==> src/rtl/gpio_shift_pkg.sv <==
// ============================================================================
// Module   : gpio_shift_pkg
// Purpose  : Shared state encoding and limits for the gpio_shift_src source.
// Revision : 1.0
// ============================================================================
`timescale 1ns/1ps
`default_nettype none

package gpio_shift_pkg;

  localparam int SYNC_STAGES_MIN = 2;

  typedef enum logic [1:0] {
    IDLE   = 2'd0,
    LOADED = 2'd1,
    SHIFT  = 2'd2,
    EMPTY  = 2'd3
  } state_e;

endpackage

`default_nettype wire

==> src/rtl/gpio_shift_src_sync.sv <==
// ============================================================================
// Module   : gpio_sync
// Purpose  : N-stage input synchronizer with reset value and rising-edge flag.
// Revision : 1.0
// ============================================================================
`timescale 1ns/1ps
`default_nettype none

module gpio_sync #(
  parameter int   STAGES    = 2,
  parameter logic RESET_VAL = 1'b0
) (
  input  logic clk,
  input  logic rst_n,
  input  logic i_async,
  output logic o_sync,
  output logic o_rise
);

  logic [STAGES-1:0] r_chain;
  logic              r_prev;

  always_ff @(posedge clk or negedge rst_n) begin
    if (!rst_n) begin
      r_chain <= {STAGES{RESET_VAL}};
      r_prev  <= RESET_VAL;
    end else begin
      r_chain <= {r_chain[STAGES-2:0], i_async};
      r_prev  <= r_chain[STAGES-1];
    end
  end

  assign o_sync = r_chain[STAGES-1];
  assign o_rise = r_chain[STAGES-1] & ~r_prev;

endmodule

`default_nettype wire

==> src/rtl/gpio_shift_src.sv <==
// ============================================================================
// Module   : gpio_shift_src
// Purpose  : 74HC165-style parallel-in/serial-out source answering shiftIn().
// Revision : 1.0
// ============================================================================
`timescale 1ns/1ps
`default_nettype none

module gpio_shift_src
  import gpio_shift_pkg::*;
#(
  parameter int WIDTH       = 8,
  parameter int SYNC_STAGES = 2
) (
  input  logic                       clk,
  input  logic                       rst_n,
  input  logic                       enable_i,
  input  logic [WIDTH-1:0]           load_data_i,
  input  logic                       load_i,
  input  logic                       msb_first_i,
  input  logic                       ser_i,
  input  logic                       sclk_i,
  input  logic                       latch_n_i,
  output logic                       sdata_o,
  output logic                       busy_o,
  output logic [$clog2(WIDTH+1)-1:0] bits_left_o,
  output logic                       done_o,
  output logic                       overrun_o
);

  localparam int BW     = $clog2(WIDTH+1);
  localparam int SYNC_N = (SYNC_STAGES < SYNC_STAGES_MIN) ? SYNC_STAGES_MIN : SYNC_STAGES;

  state_e           r_state, w_state_nxt;
  logic [WIDTH-1:0] r_stage, r_shift, w_shifted;
  logic             r_order, r_sdata, r_done, r_ovr;
  logic [BW-1:0]    r_left;
  logic             w_sclk_rise, w_unused_sclk_lvl;
  logic             w_latch_n, w_latch_rise, w_latch_act;

  gpio_sync #(.STAGES(SYNC_N), .RESET_VAL(1'b0)) u_sync_sclk (
    .clk     (clk),
    .rst_n   (rst_n),
    .i_async (sclk_i),
    .o_sync  (w_unused_sclk_lvl),
    .o_rise  (w_sclk_rise)
  );

  gpio_sync #(.STAGES(SYNC_N), .RESET_VAL(1'b1)) u_sync_latch (
    .clk     (clk),
    .rst_n   (rst_n),
    .i_async (latch_n_i),
    .o_sync  (w_latch_n),
    .o_rise  (w_latch_rise)
  );

  assign w_latch_act = ~w_latch_n;

  function automatic logic first_bit(input logic [WIDTH-1:0] v, input logic msb);
    return msb ? v[WIDTH-1] : v[0];
  endfunction

  // Output bit sits at the MSB or LSB end; the fill bit enters at the other end.
  always_comb begin
    w_shifted = r_order ? ((r_shift << 1) | WIDTH'(ser_i))
                        : ((r_shift >> 1) | (WIDTH'(ser_i) << (WIDTH-1)));
  end

  always_comb begin
    w_state_nxt = r_state;
    if (!enable_i) begin
      w_state_nxt = IDLE;
    end else if (w_latch_act) begin
      w_state_nxt = LOADED;
    end else begin
      case (r_state)
        LOADED:  if (w_latch_rise) w_state_nxt = SHIFT;
        SHIFT:   if (w_sclk_rise && (r_left == BW'(1))) w_state_nxt = EMPTY;
        default: w_state_nxt = r_state;
      endcase
    end
  end

  always_ff @(posedge clk or negedge rst_n) begin
    if (!rst_n) r_state <= IDLE;
    else        r_state <= w_state_nxt;
  end

  // Latch has priority over a coincident clock edge, so it is tested first.
  always_ff @(posedge clk or negedge rst_n) begin
    if (!rst_n) begin
      r_stage <= '0;
      r_shift <= '0;
      r_order <= 1'b0;
      r_sdata <= 1'b0;
      r_done  <= 1'b0;
      r_ovr   <= 1'b0;
      r_left  <= '0;
    end else begin
      r_done <= 1'b0;
      if (load_i) r_stage <= load_data_i;
      if (!enable_i) begin
        r_sdata <= 1'b0;
        r_left  <= '0;
      end else if (w_latch_act) begin
        r_shift <= r_stage;
        r_order <= msb_first_i;
        r_left  <= BW'(WIDTH);
        r_ovr   <= 1'b0;
        r_sdata <= first_bit(r_stage, msb_first_i);
      end else if (w_sclk_rise && (r_state == SHIFT || r_state == EMPTY)) begin
        r_shift <= w_shifted;
        r_sdata <= first_bit(w_shifted, r_order);
        if (r_state == SHIFT) begin
          r_left <= r_left - 1'b1;
          r_done <= (r_left == BW'(1));
        end else begin
          r_ovr  <= 1'b1;
        end
      end
    end
  end

  assign sdata_o     = r_sdata;
  assign busy_o      = (r_state == SHIFT);
  assign bits_left_o = r_left;
  assign done_o      = r_done;
  assign overrun_o   = r_ovr;

endmodule

`default_nettype wire

==> config.mk <==
export PLATFORM = sky130hd
export DESIGN_NAME = gpio_shift_src
export DESIGN_NICKNAME = d
export VERILOG_FILES = /design/src/rtl/gpio_shift_pkg.sv /design/src/rtl/gpio_shift_src_sync.sv /design/src/rtl/gpio_shift_src.sv
export SDC_FILE = /design/constraint.sdc
export NUM_CORES = 1
export LEC_CHECK = 0
export BUFFER_PORTS_ARGS = -buffer_cell sky130_fd_sc_hd__buf_2
export CAP_MARGIN = 5
export CORE_MARGIN = 5
export CORE_UTILIZATION = 40
export CTS_CLUSTER_SIZE = 8
export DETAILED_ROUTE_END_ITERATION = 6
export PLACE_DENSITY = 0.66
export SLEW_MARGIN = 20
export SYNTH_ARGS = -nofsm -noshare
export SYNTH_HDL_FRONTEND = slang
export SYNTH_HIERARCHICAL = 1
export SYNTH_SLANG_ARGS = --single-unit
==> constraint.sdc <==
create_clock -name clk -period 2.6 [get_ports clk]
set_input_delay 0.26 -clock clk [delete_from_list [all_inputs] [get_ports clk]]
set_output_delay 0.26 -clock clk [all_outputs]
set_load 0.005 [all_outputs]
After elaboration in Yosys (flattened, before gate mapping)
Cells that the tools add are included.
{ "op_classes": {"n_addsub": 1, "n_mul": 0, "div": 0, "order_cmp": 0, "eq_ne": 11, "shifts": 0, "muxes": 24, "bitwise": 7, "n_reduce_logical": 8} }
{ "op_table": {"columns": ["operator", "count"], "rows": [
  ["2-to-1 mux 8 bit", 3],
  ["2-to-1 mux 4 bit", 4],
  ["2-to-1 mux 1 bit", 12],
  ["2-to-1 mux 2 bit", 4],
  ["!= test 4 bit, second input constant", 2],
  ["bitwise OR 7 x 8 -> 8 bit", 1],
  ["bitwise OR 8 x 1 -> 8 bit", 1],
  ["!= test 3 bit, second input constant", 2],
  ["AND reduction 2 bit", 3],
  ["AND reduction 3 bit", 2],
  ["== test 2 bit, second input constant", 2],
  ["== test 4 x 1 -> 1 bit, second input constant", 1],
  ["!= test 2 bit, second input constant", 2],
  ["!= test 4 x 3 -> 1 bit, second input constant", 1],
  ["one-hot mux 2 bit (2 select lines)", 1],
  ["subtractor 4 x 1 -> 4 bit, second input constant", 1],
  ["inverter 1 bit", 3],
  ["AND 1 bit", 2],
  ["== test 2 x 1 -> 1 bit, second input constant", 1],
  ["logical AND 1 bit", 2],
  ["logical OR 1 bit", 1]
]} }
{ "totals": {"regBits": 32, "latchBits": 0, "ram_bits": 0, "romBits": 0, "inputBits": 16, "output_inout_bits": 8, "wordCells": 63, "mem_count": 0} }

Logic depth before layout (Yosys ltp)
{ "logic_depth": {"word_depth": 7, "ltp_mapped": 5, "ltp_nobuf": 5} }

Cells and area by module
Netlist, hierarchy kept.
{ "by_module_without_submodules": {"columns": ["module", "instances", "cells_each", "area_each_um2", "seq_area_each_um2"], "rows": [
  ["gpio_shift_src", 1, 112, 1275.0, 650.6],
  ["gpio_sync (u_sync_latch)", 1, 4, 92.6, 78.8],
  ["gpio_sync (u_sync_sclk)", 1, 4, 88.8, 75.1]
]} }

Least setup slack after synthesis
Ideal clock, no wire load.
{ "synth_timing": {"kind": "register to register", "start": "register u_sync_sclk.r_chain[1]", "end": "register r_shift[0]", "setup_ns": 0.125, "t_arrival_ns": 1.224, "required_time_ns": 2.475, "setup_slack_ns": 1.251, "path_stages_with_launch": 5, "n_path_buf": 0, "period_less_slack_ns": 1.349, "path_cell_list": "dfrtp_1 nor2b_4 and2_4 o21ai_4 mux2_2"} }
{ "synth_via": {"elab_chain_len": 4} }
{ "synth_rtl": {"columns": ["element", "line", "rtl"], "rows": [
  ["from (decl)", "gpio_shift_src_sync.sv:20", "logic [STAGES-1:0] r_chain;"],
  ["from (signal assigned)", "gpio_shift_src_sync.sv:25", "r_chain <= {STAGES{RESET_VAL}};"],
  ["from (signal assigned)", "gpio_shift_src_sync.sv:28", "r_chain <= {r_chain[STAGES-2:0], i_async};"],
  ["AND 1 bit", "gpio_shift_src_sync.sv:34", "assign o_rise = r_chain[STAGES-1] & ~r_prev;"],
  ["net w_sclk_rise", "gpio_shift_src.sv:38", "logic w_sclk_rise, w_unused_sclk_lvl;"],
  ["logical AND 1 bit", "gpio_shift_src.sv:111", "end else if (w_sclk_rise && (r_state == SHIFT || r_state == EMPTY)) begin"],
  ["!= test 2 bit (no line)", null, null],
  ["AND reduction 2 bit (no line)", null, null],
  ["to (signal assigned)", "gpio_shift_src.sv:106", "r_shift <= r_stage;"],
  ["to (signal assigned)", "gpio_shift_src.sv:112", "r_shift <= w_shifted;"],
  ["to (decl)", "gpio_shift_src.sv:35", "logic [WIDTH-1:0] r_stage, r_shift, w_shifted;"]
]} }
The timed path passes the listed nets, and every way through them passes these cells.
A chain may end at the register's enable or synchronous reset.

Worst setup path after layout
{ "layout_timing": {"start": "register u_sync_latch.r_chain[1]", "end": "register r_shift[3]"} }
{ "layout_via": {"elab_chain_len": 2, "elab_cells_between_ends": 3, "classes_between": "eq/ne (1); mux (1); reduce/logical (1)"} }
{ "layout_rtl": {"columns": ["element", "line"], "rows": [
  ["from (decl)", "gpio_shift_src_sync.sv:20"],
  ["from (signal assigned)", "gpio_shift_src_sync.sv:25"],
  ["from (signal assigned)", "gpio_shift_src_sync.sv:28"],
  ["!= test 2 bit (no line)", null],
  ["AND reduction 2 bit (no line)", null]
]} }
Parallel ways exist; a longest one is shown, timed or not.

==> results.json <==
{
  "synth_fa_ha_area_share_pct": 1.72,
  "std_cell_rows": 22,
  "async_reset_ff_share_pct": 100,
  "intPower_w": 0.000840,
  "crit_chain": "inv_2, o21ai_4, mux2_2",
  "port_buffers": 23,
  "grt_max_degree": 33,
  "pin_count": 24,
  "wirelength_mm": 2.62,
  "clkSlewWorstSetupHoldPaths_ns": 0.06,
  "synth_edf_count": 0,
  "postSynthCellCount": 120,
  "via_count": 955,
  "setup_viol": 0,
  "h-tree-depth": 2,
  "yosys.area_share.xor_xnor_pct": 1.80,
  "gr-total-overflow": 0,
  "skew_ns": 0.00296,
  "core_mm2": 0.00361,
  "hold_buffers": 0,
  "tightestPinTransition_ns": 0.674,
  "ys.flop_type": "dfrtp_1",
  "vias_per_cell": 4.90,
  "synthDistinctLibCells": 29,
  "drive_gt1_share_pct": 36.7,
  "cts_sinks": 32,
  "final.period_utilization_pct": 64.9,
  "hp-class": "in2async",
  "critPathSlowestCell": "dfstp_2",
  "hold_violations": 0,
  "drt_first_iter_violations": 21,
  "outcome": "completed",
  "gr-usage-all-layers_pct": 11.7,
  "die_y_um": 70.3,
  "slew-limit-headroom_pct": 55.1,
  "die_w_um": 70.3,
  "slowest_delay_ns": 0.77,
  "layout_common_cells": "29 x dfrtp_1, 23 x buf_2, 17 x mux2_2",
  "drv_slew": 0,
  "max_freq_mhz": 592,
  "ys_seq_area_share_pct": 55.2,
  "switching_share_pct": 25.8,
  "synthSimpleGateAreaFrac_pct": 11.9,
  "finalSetupTns_ns": 0,
  "p_leak_nw": 0.777,
  "critPathKind": "reg2reg",
  "syn_nets": 138,
  "cts_buffers": 5,
  "drc": 0,
  "synth_top_family_by_area": "multiplexers",
  "critPathLaunchType": "flip-flop",
  "layout_commonest_cell": "dfrtp_1",
  "syn_area_mm2": 0.00146,
  "cp.arrival_ns": 1.86,
  "start_util_pct": 40.4,
  "clk_path_buf_depth": 2,
  "fin_crit_ns": 1.69,
  "grt_pass1_vias": 956,
  "place_hpwl_mm": 1.95,
  "seqPwrFrac_pct": 54.4,
  "grt_pass1_wl_mm": 4.48,
  "cp-end-kind": "flip-flop",
  "diodes": 0,
  "maxCapViolCount": 0,
  "hold_ws_ns": 0.0110,
  "p_sw_w": 0.000292,
  "synth_mux_area_share_pct": 18.0,
  "nNetsFinal": 164,
  "synth-compound-area-share_pct": 8.25,
  "tritoncts": "yes",
  "post_drt_wl_per_cell_um": 13.4,
  "pwr_density_cell_mw_per_mm2": 669,
  "path_buf_inv": 1,
  "syn_area_per_cell_um2": 12.1,
  "critical_path_peak_fanout": 24,
  "p_clk_share_pct": 31.9,
  "r2r_slack_ns": 0.91,
  "gp_congestion": 0.830,
  "antenna_found_initial": 0,
  "syn_to_final_growth_pct": 16.2,
  "comb_power_share_pct": 13.7,
  "crit_family": "flip-flops",
  "ys_ff_latch": 32,
  "rsz0062_at_grt": "false",
  "cts-root-buf": "clkbuf_8",
  "ir_worst_vdd_v": 0.000323,
  "post_cts_buffers": 0,
  "clk_latency_ns": 0.28,
  "antenna_left": 0,
  "dieArea_mm2": 0.00495,
  "critPathRequiredTime_ns": 2.77,
  "cts_resized": 0,
  "drt_first_pass_iters": 3,
  "yosysWarnings": 6
}
## cell usage after synthesis (2+ instances only)
cell type	number	area share [%]
nand2b_1	2	0.86
dfstp_2	3	5.4
inv_1	6	1.5
buf_2	4	1.4
nand2_1	3	0.77
nor2_1	15	3.9
dfrtp_1	29	50
xnor2_1	2	1.2
a21oi_1	7	2.4
nor3_1	3	1.0
mux2i_1	7	4.8
mux2_2	17	13
ha_1	2	1.7
a31oi_1	4	1.7
nor2b_4	2	1.9
## registers in the layout, summed over array words and instances (netlist names)
| signal | count |
|---|---|
| u_sync_sclk/r_chain | 2 |
| u_sync_latch/r_prev | 1 |
| u_sync_latch/r_chain | 2 |
| r_order | 1 |
| r_state | 2 |
| done_o | 1 |
| bits_left_o | 4 |
| overrun_o | 1 |
| r_shift | 8 |
| u_sync_sclk/r_prev | 1 |
| sdata_o | 1 |
| r_stage | 8 |
## cells by family after synthesis
kind of cell / Yosys count
buffers and inverters: 11
multiplexers: 24
AND/OR/NAND/NOR: 31
XOR/XNOR: 3
flip-flops: 32
AO/OA/AOI/OAI: 17
adder cells (fa/ha/maj): 2
## through the flow
step           power (W)  setup slack (ns)  area (µm²)  cells  utilization (%)
6_report         0.00113             0.912        1690    195             46.9
5_1_grt          0.00119             0.815        1690    195             46.9
4_1_cts          0.00115             0.889        1690    195             46.9
3_5_place_dp    0.000783             0.906        1610    187             44.7
3_3_place_gp    0.000773             0.944        1610    187             44.7
2_1_floorplan   0.000727              1.25        1460    120                -
## cell type report
class | instances | area (µm²)
well taps | 48 | 60.1
inverters | 7 | 26.3
flip-flops and latches | 32 | 805
clock inverters | 1 | 5.00
repair buffers | 23 | 115
fillers | 351 | 1910
clock buffers | 7 | 76.3
multi-input cells | 77 | 606
## per-layer routing
| metal | part of all wire (%) | wire, µm | vias to the layer above | track usage, % |
|---|---|---|---|---|
| met4 | 2.3 | 61 | 0 | 6.38 |
| met1 | 47 | 1220 | 469 | 14.9 |
| li1 | - | - | 465 | - |
| met3 | 4.4 | 115 | 6 | 3.88 |
| met2 | 47 | 1220 | 15 | 17.3 |
| met5 | 0 | 0 | - | 0 |
## power by group through the flow
stage	registers (W)	logic [W]	clock network [W]
6_report	0.000616	0.000155	0.000362
2_1_floorplan	0.000598	0.000129	0
3_3_place_gp	0.000622	0.000151	0
4_1_cts	0.000616	0.000158	0.000374
3_5_place_dp	0.000625	0.000158	0
5_1_grt	0.000625	0.000176	0.000389
## path summary, 6_finish.rpt
path | from | endpoint | depth (start not counted)
max reg2reg | u_sync_latch/r_chain[1]$_DFF_PN1_ | r_shift[3]$_DFFE_PN0P_ | 3
min | rst_n | u_sync_sclk/r_chain[0]$_DFF_PN0_ | 1
min in group clk | latch_n_i | u_sync_latch/r_chain[0]$_DFF_PN1_ | 1
max | u_sync_latch/r_chain[1]$_DFF_PN1_ | r_shift[3]$_DFFE_PN0P_ | 3
max in group asynchronous | rst_n | r_order$_DFFE_PN0P_ | 1
min reg2reg | u_sync_sclk/r_chain[0]$_DFF_PN0_ | u_sync_sclk/r_chain[1]$_DFF_PN0_ | 0
(Power assumes the default switching activity.)
